===== src/rtl/product_accumulator.sv =====
// Signed dot-product accumulator fed by a sequential multiplier: one term per rising edge of
// prod_ready, TERMS terms per result, guard bits so the running sum never wraps.
module product_accumulator #(
    parameter int unsigned NB    = 8,
    parameter int unsigned TERMS = 4,
    parameter int unsigned GB    = 2
) (
    input  logic                          clk,
    input  logic                          rst,
    input  logic                          prod_ready,
    input  logic signed [2*NB-1:0]        product,
    input  logic                          clear,
    output logic signed [2*NB+GB-1:0]     sum,
    output logic                          sum_valid,
    output logic [$clog2(TERMS)-1:0]      count,
    output logic                          busy
);

    localparam int unsigned SW = 2 * NB + GB;
    localparam int unsigned CW = $clog2(TERMS);

    typedef enum logic {StIdle, StAccum} state_e;

    state_e               state_q, state_d;
    logic                 rdy_q, rdy_d;
    logic signed [SW-1:0] acc_q, acc_d;
    logic signed [SW-1:0] sum_q, sum_d;
    logic                 sum_valid_q, sum_valid_d;
    logic [CW-1:0]        count_q, count_d;

    logic                 accept;
    logic                 last_term;
    logic signed [SW-1:0] prod_ext;

    assign accept    = prod_ready & ~rdy_q;
    assign last_term = (count_q == CW'(TERMS - 1));
    assign prod_ext  = {{GB{product[2*NB-1]}}, product};

    // Datapath next-state: clear discards the old partial sum but still takes a coincident term.
    always_comb begin
        rdy_d       = prod_ready;
        acc_d       = acc_q;
        count_d     = count_q;
        sum_d       = sum_q;
        sum_valid_d = 1'b0;
        if (clear) begin
            acc_d   = '0;
            count_d = '0;
            if (accept) begin
                acc_d   = prod_ext;
                count_d = CW'(1);
            end
        end else if (accept) begin
            if (last_term) begin
                sum_d       = acc_q + prod_ext;
                sum_valid_d = 1'b1;
                acc_d       = '0;
                count_d     = '0;
            end else begin
                acc_d   = acc_q + prod_ext;
                count_d = count_q + CW'(1);
            end
        end
    end

    always_comb begin
        state_d = state_q;
        unique case (state_q)
            StIdle: begin
                if (accept) begin
                    state_d = StAccum;
                end
            end
            StAccum: begin
                if (clear && !accept) begin
                    state_d = StIdle;
                end else if (!clear && accept && last_term) begin
                    state_d = StIdle;
                end
            end
            default: state_d = StIdle;
        endcase
    end

    // rdy_q resets high so a multiplier already idling with ready asserted is not counted.
    always_ff @(posedge clk) begin
        if (rst) begin
            state_q     <= StIdle;
            rdy_q       <= 1'b1;
            acc_q       <= '0;
            sum_q       <= '0;
            sum_valid_q <= 1'b0;
            count_q     <= '0;
        end else begin
            state_q     <= state_d;
            rdy_q       <= rdy_d;
            acc_q       <= acc_d;
            sum_q       <= sum_d;
            sum_valid_q <= sum_valid_d;
            count_q     <= count_d;
        end
    end

    always_comb begin
        busy      = (state_q == StAccum);
        count     = count_q;
        sum       = sum_q;
        sum_valid = sum_valid_q;
    end

endmodule


===== config.mk =====
export PLATFORM = sky130hd
export DESIGN_NAME = product_accumulator
export DESIGN_NICKNAME = d
export VERILOG_FILES = /design/src/rtl/product_accumulator.sv
export SDC_FILE = /design/constraint.sdc
export NUM_CORES = 1
export LEC_CHECK = 0
export BUFFER_PORTS_ARGS = -buffer_cell sky130_fd_sc_hd__buf_2
export CAP_MARGIN = 20
export CORE_MARGIN = 8
export CORE_UTILIZATION = 45
export DETAILED_ROUTE_END_ITERATION = 10
export PLACE_DENSITY = 0.75
export SYNTH_ARGS = -nofsm -noshare
export SYNTH_HDL_FRONTEND = slang
export SYNTH_SLANG_ARGS = --single-unit

===== constraint.sdc =====
create_clock -name clk -period 5.1 [get_ports clk]
set_input_delay 0 -clock clk [delete_from_list [all_inputs] [get_ports clk]]
set_output_delay 0 -clock clk [all_outputs]
set_load 0.01 [all_outputs]

==> results.md, run 1 <==
* Syn_area_per_cell at 8.40 µm²
* Pin count of the biggest net entering global routing at 43
* First-pass GRT wire length at between 10000 and 15000 µm
* Total number of vias at 2592
* Non-filler instance count after layout at 435
* Pre-CTS setup slack at 2.85 ns
* CP Capture Type: register
* Worst Path Required at approximately 5.3 ns
* Antenna diode count at 0
* Compound-Gate Fraction of Synth Area at 0.301
* Layout cells sized above 1 at 0.192
* Pwr dens at 217 nW/µm²
* Final Setup Violations at 0
* Synth Cell Area at 2710 µm²
* Most numerous cell in the Yosys netlist: dfxtp_1
* VDD IR-drop max at ~0.12 mV
* Die Y at between 90 and 100 µm
* Post-DP HPWL at 4930 µm
* Starting DRC count in detailed routing at ~110
* CP Buf/Inv Count at 1
* Gp weighted congestion at 0.889
* Synth Area in Simple Gates at 0.215
* Detail Route Antenna Nets at 0
* Vias in the first global route at 2450
* Die Wd at around 94 µm
* Xor and xnor area share after synthesis at 0.0227
* Main combinational cell family by area after synthesis: compound AO/OA/AOI/OAI gates
* Critical-path top delay cell: fa_1
* TritonCTS clock tree: done
* # DRC at 0
* Clock latency on the worst-skew pair at 0.29 ns
* Min Tclk post-route at ~2.3 ns
* Slew Limit Headroom at 0.485
* FP Rows at 28
* Full die area at 8750 µm²
* Area share of fa/ha/maj cells after synthesis at 0.0907
* Main area contributors after synthesis: dfxtp_1 30%, ha_1 8.3%, a21oi_1 5.0%
* Dpl cells at 420
* Worst-path clk slew at ~0.090 ns
* Max H-tree Level at 2
* Max Cap Violations at 0
* Via-to-Cell Ratio at 5.96
* Worst setup SP type: register
* GRT Overall Usage at 0.162
* Largest area contributor in the netlist: dfxtp_1
* Final Max Tran Viols at 0
* Input/output buffers at 41
* Num CTS Buffers at 5
* Post-synthesis sequential area ratio at 0.303
* Ys async rst share at 0
* Clk sink count at 41
* Post-synth top area share at 0.303
* Final Skew at 0.00424 ns
* Setup_tns at 0 ns
* Post-synthesis mux area share at 0.0116
* Initial antenna violation count at 0
* Crit path cell chain: ha_1 > inv_1 > fa_1 > nor2b_1 > o31a_2 > o211ai_1 > a21oi_1 > nor4b_1 > a211o_1
* Total gr overflow at 0
* Total Routed Length at 6950 µm
* Core area at 5850 µm²
* HP Class: in -> reg
* Final Hold Viols at 0
* Least-Margin Pin Slew at 0.772 ns
* Synth cell count leaders: 41 x dfxtp_1, 27 x a21oi_1, 26 x nand2_1, 19 x nand3_1, 19 x nor2_1
* IO Pins at 42
* Tcrit/Tclk final at 0.452
* Status: complete, no violations
* Max incr delay on CP at 0.41 ns
* Initial Util at 0.462
* Final worst setup slack at 2.80 ns
* Synthesized netlist cell count at 322
* Yosys reg bits at 41
* Number of synthesized flops with an enable pin at 0
* # fillers at about 580
* RSZ-0062 raised after global routing: false
* Longest Clk Path Bufs at 2
* Main synth FF type: dfxtp_1
* Synth-to-Final Area Change at 12.8%
* CTS root buf: clkbuf_8
* WL/cell at 16.0 µm
* P_leak at 1.30 nW
* Critical path's top delay family: compound AO/OA/AOI/OAI gates
* Layout Nets at 398
* Count of cell types in the netlist at 65
* Pre-Repair DR Iteration Count at 4
* Peak Freq at 0.434 GHz
* Syn Nets at 361
* Worst EP arrival at 2.49 ns
* Synth warn at 0
* Critical-path maximum fanout at 4
* Setup CP Type: reg -> reg
[per-layer routing]
| layer | GRT usage | wire length (µm) |
|---|---|---|
| met3 | 0.0361 | 405 |
| met4 | 0.0476 | 112 |
| met5 | 0 | 0 |
| met2 | 0.269 | 3180 |
| met1 | 0.203 | 3250 |
[worst paths after layout]
check                                start       end  slack [ns]  cells after the start
worst max-delay path              acc_q[0]   sum[14]        2.80                      9
worst min register to register      sum[6]    sum[6]        0.46                      2
worst min-delay path            product[9]  acc_q[9]        0.01                      3
worst max register to register    acc_q[0]   sum[14]        2.80                      9
[power breakdown]
part           total [mW]  switching (mW)  internal (mW)
logic               0.115          0.0694         0.0461
clock network       0.216           0.122         0.0947
registers           0.330         0.00380          0.326
[logic make-up after synthesis]
group | after synthesis
compound gates | 112
xor+xnor | 7
fa+ha+maj | 19
buf+inv | 27
flops | 41
mux | 3
simple gates | 113
[layout make-up]
| cell class | count | area, µm² | share of cell area |
|---|---|---|---|
| timing repair buffer | 50 | 290 | 0.0952 |
| multi-input combinational | 254 | 1730 | 0.568 |
| inverter | 7 | 26.3 | 0.00861 |
| clock inverter | 3 | 17.5 | 0.00574 |
| clock buffer | 5 | 68.8 | 0.0226 |
| tap | 75 | 93.8 | 0.0308 |
| sequential | 41 | 821 | 0.269 |
[cell usage in the layout (no fill, tap or decap), drive strengths merged, types with 4 or more instances in the layout]
master       Yosys  layout
a21oi           29      29
nand2           26      26
a22oi           10      10
and2             6       6
o211ai           5       5
nand3           20      20
ha              18      18
o21a             4       4
inv              7       7
and3             8       8
nand2b           4       4
a21o            12      12
nor3             9       9
clkbuf          13       5
or3              7       7
o21ai           14      14
a211o            4       4
xnor2            7       7
o22ai            4       4
dfxtp           41      41
dlygate4sd3      0       7
buf              6      43
nor2            19      19
[sequential cells by signal, summed over array words and instances, names as in the netlist]
name and cells:
busy 1, acc_q 18, sum 18, sum_valid 1, count 2, rdy_q 1
[per-stage QoR]
stage | util | hold slack, ns | area (µm²) | total power, mW
3_5_place_dp | 0.495 | 0.219 | 2890 | 0.447
5_1_grt | 0.521 | 0.0397 | 3050 | 0.693
3_3_place_gp | 0.495 | 0.216 | 2890 | 0.445
4_1_cts | 0.521 | 0.0140 | 3050 | 0.664
6_report | 0.521 | 0.0144 | 3050 | 0.661
2_1_floorplan | - | 0.107 | 2710 | 0.428
[worst min-delay path, stage by stage]
cell	delay, ns
buf_2	0.10
a22oi_1	0.06
o32ai_1	0.11
[timing repair]
| item | in CTS | in global routing |
|---|---|---|
| hold buffers | 7 | 0 |
| resized for setup | 0 | 0 |
| setup buffers | 0 | 0 |
| hold endpoints to repair | 7 | 0 |
Power figures use the tool's default switching activity.
==> run 2, diff against run 1 <==
--- a/config.mk
+++ b/config.mk
@@ -10,7 +10,7 @@
 export CORE_MARGIN = 8
 export CORE_UTILIZATION = 45
 export DETAILED_ROUTE_END_ITERATION = 10
-export PLACE_DENSITY = 0.75
+export PLACE_DENSITY = 0.77
 export SYNTH_ARGS = -nofsm -noshare
 export SYNTH_HDL_FRONTEND = slang
 export SYNTH_SLANG_ARGS = --single-unit
==> constraint.sdc (replaced) <==
create_clock -name clk -period 2 [get_ports clk]
set_input_delay 0 -clock clk [delete_from_list [all_inputs] [get_ports clk]]
set_output_delay 0 -clock clk [all_outputs]
set_load 0.01 [all_outputs]
==> results.md, run 2 (synthesized netlist as in run 1, its figures left out) <==
* Status: finished, violations left
* Failing checks: negative setup slack
* CTS root buf: clkbuf_8
* Final Skew at 0.00321 ns (-0.00103 ns)
* Net switching share of the total power at 0.306 (+0.0116)
* FP Rows at 28 (unchanged)
* Met2 wire length at 4070 µm (+28%)
* Final Max Tran Viols at 0 (unchanged)
* Clock Power Share at 0.313 (-0.014)
* Layout cells sized above 1 at 0.356 (+0.164)
* Total gr overflow at 0 (unchanged)
* Antenna diode count at 0 (unchanged)
* Detail Route Antenna Nets at 0 (unchanged)
* Routed wl met3 at 512 µm (+26%)
* Worst EP arrival at 2.35 ns (-0.14 ns)
* Worst setup SP type: register
* Tcrit/Tclk final at 1.08 (+0.624)
* Most frequent cells in the layout: 41 x buf_2, 37 x dfxtp_1, 36 x buf_4
* Initial antenna violation count at 0 (unchanged)
* Min Tclk post-route at 2.15 ns (-0.153 ns)
* Gp weighted congestion at 0.965 (+8.5%)
* Total Routed Length at 8220 µm (+18%)
* Clock latency on the worst-skew pair at 0.31 ns (+0.02 ns)
* Combinational Power Share at 0.218 (+0.043)
* HP Class: in -> reg
* Input/output buffers at 41 (unchanged)
* Uppermost layer routed: met4
* IO Pins at 42 (unchanged)
* Full die area at 8750 µm² (unchanged)
* Max Cap Violations at 0 (unchanged)
* Flop pwr share at 0.468 (-0.031)
* Critical-path maximum fanout at 4 (unchanged)
* Via-to-Cell Ratio at 6.04 (+1.4%)
* RSZ-0062 raised after global routing: true
* Setup_tns at -0.861 ns (-0.861 ns)
* Least-Margin Pin Slew at 0.446 ns (-0.326 ns)
* Layout Nets at 434 (+9.0%)
* # DRC at 0 (unchanged)
* Initial Util at 0.462 (unchanged)
* CP Capture Type: register
* Die Y at 93.5 µm (unchanged)
* Commonest non-fill, non-tap cell in the layout: buf_2
* Pin count of the biggest net entering global routing at 35 (-19%)
* Clk sink count at 41 (unchanged)
* Core area at 5850 µm² (unchanged)
* Post-DP HPWL at 5510 µm (+12%)
* Final worst setup slack at -0.151 ns (-2.95 ns)
* TritonCTS clock tree: done
* Pre-Repair DR Iteration Count at 4 (unchanged)
* Slew Limit Headroom at 0.703 (+0.217)
* Synth-to-Final Area Change at 31.4%
* GRT Overall Usage at 0.184 (+0.0224)
* Worst Path Required at 2.20 ns (-3.09 ns)
* First-pass GRT wire length at 13000 µm (+11%)
* Peak Freq at 0.465 GHz (+7.1%)
* Final Setup Violations at 11 (+11)
* Die Wd at 93.5 µm (unchanged)
* WL/cell at 17.5 µm (+9.3%)
* Pwr dens at 507 nW/µm² (+130%)
* Worst-path clk slew at 0.08 ns (about the same)
* P_int at 1.25 mW (+170%)
* Max H-tree Level at 2 (unchanged)
* Setup CP Type: reg -> reg
* Longest Clk Path Bufs at 2 (unchanged)
* Total number of vias at 2845 (+9.8%)
* Fin util at 0.608 (+0.0862)
* Sw Pwr at 0.551 mW (+180%)
* VDD IR-drop max at 0.447 mV (+280%)
* Tot Pwr at 1.80 mW (+170%)
* P_leak at 1.50 nW (+16%)
* Num CTS Buffers at 5 (unchanged)
* Starting DRC count in detailed routing at 148 (+30%)
* Final Hold Viols at 0 (unchanged)
* Vias in the first global route at 2785 (+14%)
* Metal1 wirelength at 3470 µm (+6.8%)
==> run 2: changes by cell type in the layout (fill, tap and decap cells not counted), sizes merged <==
cell	before	now
buf	43	79
==> run 2: timing repair <==
action | CTS | global route
buffers inserted | 3 | 4
setup endpoints to repair | 15 | 22
endpoints found under the hold margin | 7 | 0
pin swaps | 16 | 18
hold buffers | 7 | 0
gates resized for setup | 13 | 30
==> run 2: power groups by stage <==
| stage | combinational, mW | sequential, mW | clock [mW] |
|---|---|---|---|
| after global routing | 0.424 | 0.845 | 0.610 |
| after CTS | 0.349 | 0.842 | 0.574 |
| after global placement | 0.315 | 0.860 | 0 |
| after detailed placement | 0.323 | 0.861 | 0 |
| after floorplan | 0.235 | 0.859 | 0 |
| final | 0.394 | 0.843 | 0.565 |
==> run 2: layout make-up <==
class,instances,area (µm²)
inverters,7,26.3
clock buffers,5,68.8
flip-flops and latches,41,826
clock inverters,3,17.5
well taps,75,93.8
fillers,499,2300
multi-input cells,254,1950
repair buffers,86,568
==> run 2: path summary, 6_finish.rpt <==
check	start	endpoint	slack, ns	depth (start not counted)
worst max-delay path	acc_q[0]	sum[14]	-0.15	9
worst min-delay path	product[0]	acc_q[0]	0.03	3
worst max register to register	acc_q[0]	sum[14]	-0.15	9
worst min register to register	sum[3]	sum[3]	0.46	2
==> run 2: through the flow <==
stage / hold WS, ns / instance area, µm² / worst slack [ns] / instances
4_1_cts: 0.0164 / 3380 / -0.0367 / 467
5_1_grt: 0.0403 / 3550 / -0.205 / 471
2_1_floorplan: 0.107 / 2730 / 0.00594 / 322
6_report: 0.0349 / 3550 / -0.151 / 471
3_3_place_gp: 0.217 / 3130 / -0.0601 / 449
3_5_place_dp: 0.223 / 3130 / -0.183 / 449
==> run 2: routing by layer <==
metal,track usage,up-vias
met4,0.0819,0
met2,0.318,94
met1,0.213,1380
met3,0.0385,13
li1,-,1358
met5,0,-
==> run 2: worst max-delay path, stage by stage, from the launching register on <==
cell and delay (ns):
dfxtp_2 0.34, ha_4 0.15, inv_2 0.05, fa_2 0.22, nor2b_2 0.06, o31a_2 0.37
o211ai_1 0.31, a21oi_2 0.12, buf_4 0.16, a211o_1 0.25
==> run 3, diff against run 2 <==
--- a/config.mk
+++ b/config.mk
@@ -5,12 +5,13 @@
 export SDC_FILE = /design/constraint.sdc
 export NUM_CORES = 1
 export LEC_CHECK = 0
+export ABC_AREA = 1
 export BUFFER_PORTS_ARGS = -buffer_cell sky130_fd_sc_hd__buf_2
 export CAP_MARGIN = 20
 export CORE_MARGIN = 8
-export CORE_UTILIZATION = 45
+export CORE_UTILIZATION = 55
 export DETAILED_ROUTE_END_ITERATION = 10
-export PLACE_DENSITY = 0.77
+export PLACE_DENSITY = 0.87
 export SYNTH_ARGS = -nofsm -noshare
 export SYNTH_HDL_FRONTEND = slang
 export SYNTH_SLANG_ARGS = --single-unit
==> constraint.sdc (replaced) <==
create_clock -name clk -period 2.6 [get_ports clk]
set_input_delay 0 -clock clk [delete_from_list [all_inputs] [get_ports clk]]
set_output_delay 0 -clock clk [all_outputs]
set_load 0.01 [all_outputs]
==> results.md, run 3 <==
* Status: complete, no violations
* Setup Fix Bufs, Post-CTS at 0 (-3)
* Total Routed Length at 6780 µm (-18%)
* Clock Power Share at 0.402 (+0.089)
* Gp weighted congestion at 0.933 (-3.3%)
* Starting DRC count in detailed routing at 174 (+18%)
* Peak Freq at 0.492 GHz (+5.7%)
* Initial Util at 0.568 (+0.105)
* GRT Overall Usage at 0.189 (+0.00521)
* Tot Pwr at 1.53 mW (-15%)
* Final Hold Viols at 0 (unchanged)
* VDD IR-drop max at 0.276 mV (-38%)
* Input/output buffers at 41 (unchanged)
* P_int at 1.12 mW (-10%)
* Pin count of the biggest net entering global routing at 30 (-14%)
* Die Y at 85.6 µm (-8.5%)
* Vias in the first global route at 2704 (-2.9%)
* Count of cell types in the netlist at 34 (-48%)
* GR Util met2 at 0.323 (+0.00454)
* Synth-to-Final Area Change at 17.8%
* Max Cap Violations at 0 (unchanged)
* Sw Pwr at 0.406 mW (-26%)
* Synthesized netlist cell count at 406 (+26%)
* Synth warn at 0 (unchanged)
* Hold Path Stages at 5 (+2)
* Final Max Tran Viols at 0 (unchanged)
* Tcrit/Tclk final at 0.783 (-0.293)
* First-pass GRT wire length at 11500 µm (-12%)
* CTS root buf: clkbuf_8
* Worst reg2reg path depth at 14 (+5)
* Min Tclk post-route at 2.03 ns (-0.117 ns)
* Pwr dens at 487 nW/µm² (-3.9%)
* Die Wd at 85.6 µm (-8.5%)
* Post-synthesis sequential area ratio at 0.308 (+0.00470)
* Gr busiest metal: met2
* Synth Cell Area at 2660 µm² (-1.5%)
* Number of synthesized flops with an enable pin at 0 (unchanged)
* Max H-tree Level at 2 (unchanged)
* WL/cell at 13.2 µm (-24%)
* Pre-Repair DR Iteration Count at 4 (unchanged)
* Longest Clk Path Bufs at 2 (unchanged)
* Final Skew at 0.00715 ns (+0.00393 ns)
* RSZ-0062 raised after global routing: false
* Post-synth top area share at 0.308 (+0.00470)
* GRT met1 Usage at 0.223 (+0.00973)
* Setup CP Type: reg -> reg
* Most numerous cell in the Yosys netlist: nand2_1
* Total gr overflow at 0 (unchanged)
* Ys async rst share at 0 (unchanged)
* FP Rows at 25 (-11%)
* IO Pins at 42 (unchanged)
* Antenna diode count at 0 (unchanged)
* Synth cell count leaders: 113 x nand2_1, 53 x inv_1, 44 x nor2_1, 41 x dfxtp_1, 28 x a21oi_1
* TritonCTS clock tree: done
* Num CTS Buffers at 5 (unchanged)
* Most frequent cells in the layout: 113 x nand2_1, 53 x inv_1, 43 x nor2_1
* Least-Margin Pin Slew at 0.779 ns (+0.334 ns)
* CP Capture Type: register
* Clk sink count at 41 (unchanged)
* Worst Path Required at 2.81 ns (+0.61 ns)
* HP Class: in -> reg
* Worst EP arrival at 2.24 ns (-0.11 ns)
* Post-DP HPWL at 4990 µm (-9.4%)
* Worst setup SP type: register
* Via-to-Cell Ratio at 5.34 (-12%)
* Layout Nets at 496 (+14%)
* Combinational Power Share at 0.172 (-0.046)
* Full die area at 7330 µm² (-16%)
* Clock latency on the worst-skew pair at 0.30 ns (about the same)
* Commonest non-fill, non-tap cell in the layout: nand2_1
* Syn Nets at 445 (+23%)
* Final Setup Violations at 0 (-11)
* Main synth FF type: dfxtp_1
* # DRC at 0 (unchanged)
* P_leak at 1.69 nW (+12%)
* Worst-path clk slew at 0.08 ns (about the same)
* Layout cells sized above 1 at 0.159 (-0.197)
* Setup_tns at 0 ns (+0.861 ns)
* Yosys reg bits at 41 (unchanged)
* M3 GR Usage at 0.0353 (-0.00312)
* Syn_area_per_cell at 6.56 µm² (-22%)
* Net switching share of the total power at 0.265 (-0.0405)
* Initial antenna violation count at 0 (unchanged)
* # fillers at 423 (-15%)
* Detail Route Antenna Nets at 0 (unchanged)
* Hold_ws at 0.0805 ns (+0.0456 ns)
* Total number of vias at 2734 (-3.9%)
* Largest area contributor in the netlist: dfxtp_1
* Main area contributors after synthesis: dfxtp_1 31%, nand2_1 16%, ha_1 8.5%
* Core area at 4690 µm² (-20%)
* Slew Limit Headroom at 0.480 (-0.223)
* Critical-path maximum fanout at 3 (-1)
* Flop pwr share at 0.426 (-0.042)
[run 3: cell count changes after synthesis, sizes merged, moves of 7 or more]
cell / delta
nor3: -8
a21o: -9
o21ai: +9
and3: -8
nor2: +29
a22oi: -10
nand2: +91
or3: -7
clkbuf: -9
inv: +52
[run 3: cells by family after synthesis]
family                     count (synthesis)  synth area share
xor gates and xnor gates                   7            0.0230
AOI/OAI and AO/OA                         71             0.153
buffers and inverters                     69             0.103
DFF                                       41             0.308
adders and majority gates                 19            0.0921
and+or+nand+nor                          199             0.321
[run 3: layout make-up]
cell class / instances / area (µm²) / share of cell area
Multi-Input combinational cell: 296 / 1570 / 0.500
Timing Repair Buffer: 54 / 325 / 0.104
Inverter: 59 / 221 / 0.0705
Clock inverter: 3 / 65.1 / 0.0207
Clock buffer: 5 / 68.8 / 0.0219
Tap cell: 54 / 67.6 / 0.0215
Sequential cell: 41 / 821 / 0.261
[run 3: metal layers]
metal / wire length, µm / up-vias
li1: - / 1401
met1: 3150 / 1256
met2: 3160 / 68
met3: 369 / 9
met4: 110 / 0
met5: 0 / -
[run 3: power groups by stage]
| stage | Sequential [mW] | Clock (mW) | Combinational (mW) |
|---|---|---|---|
| 6_report | 0.651 | 0.614 | 0.263 |
| 2_1_floorplan | 0.664 | 0 | 0.180 |
| 4_1_cts | 0.651 | 0.627 | 0.260 |
| 3_5_place_dp | 0.666 | 0 | 0.247 |
| 5_1_grt | 0.653 | 0.647 | 0.294 |
| 3_3_place_gp | 0.665 | 0 | 0.240 |
[run 3: final timing paths]
path / start / end / slack (ns)
worst max-delay path: acc_q[0] / sum[14] / 0.57
worst min-delay path: product[1] / acc_q[1] / 0.08
worst max register to register: acc_q[0] / sum[14] / 0.57
worst min register to register: count[1] / count[1] / 0.49
[run 3: stage by stage]
step           worst slack [ns]  cell area [µm²]  utilization  std cells
2_1_floorplan             0.806             2660            -        406
3_3_place_gp              0.680             2920        0.621        495
3_5_place_dp              0.593             2920        0.621        495
4_1_cts                   0.578             3140        0.669        512
5_1_grt                   0.386             3140        0.669        512
6_report                  0.565             3140        0.669        512
[run 3: critical path, cell delays in order, from the launching register on]
cell and delay, ns:
dfxtp_1 0.34, ha_1 0.20, inv_1 0.07, fa_1 0.40, nand3b_1 0.17, nand2_1 0.13, nand2_1 0.06, nand2_1 0.12
nand3b_1 0.12, nand2_1 0.07, nand2_1 0.07, nand2_1 0.06, nand2_1 0.05, nand2_1 0.05, inv_1 0.03
[run 3: what timing repair did]
item	4_1_cts	5_1_grt
gates resized for setup	0	0
hold buffers	9	0
hold endpoints to repair	9	0
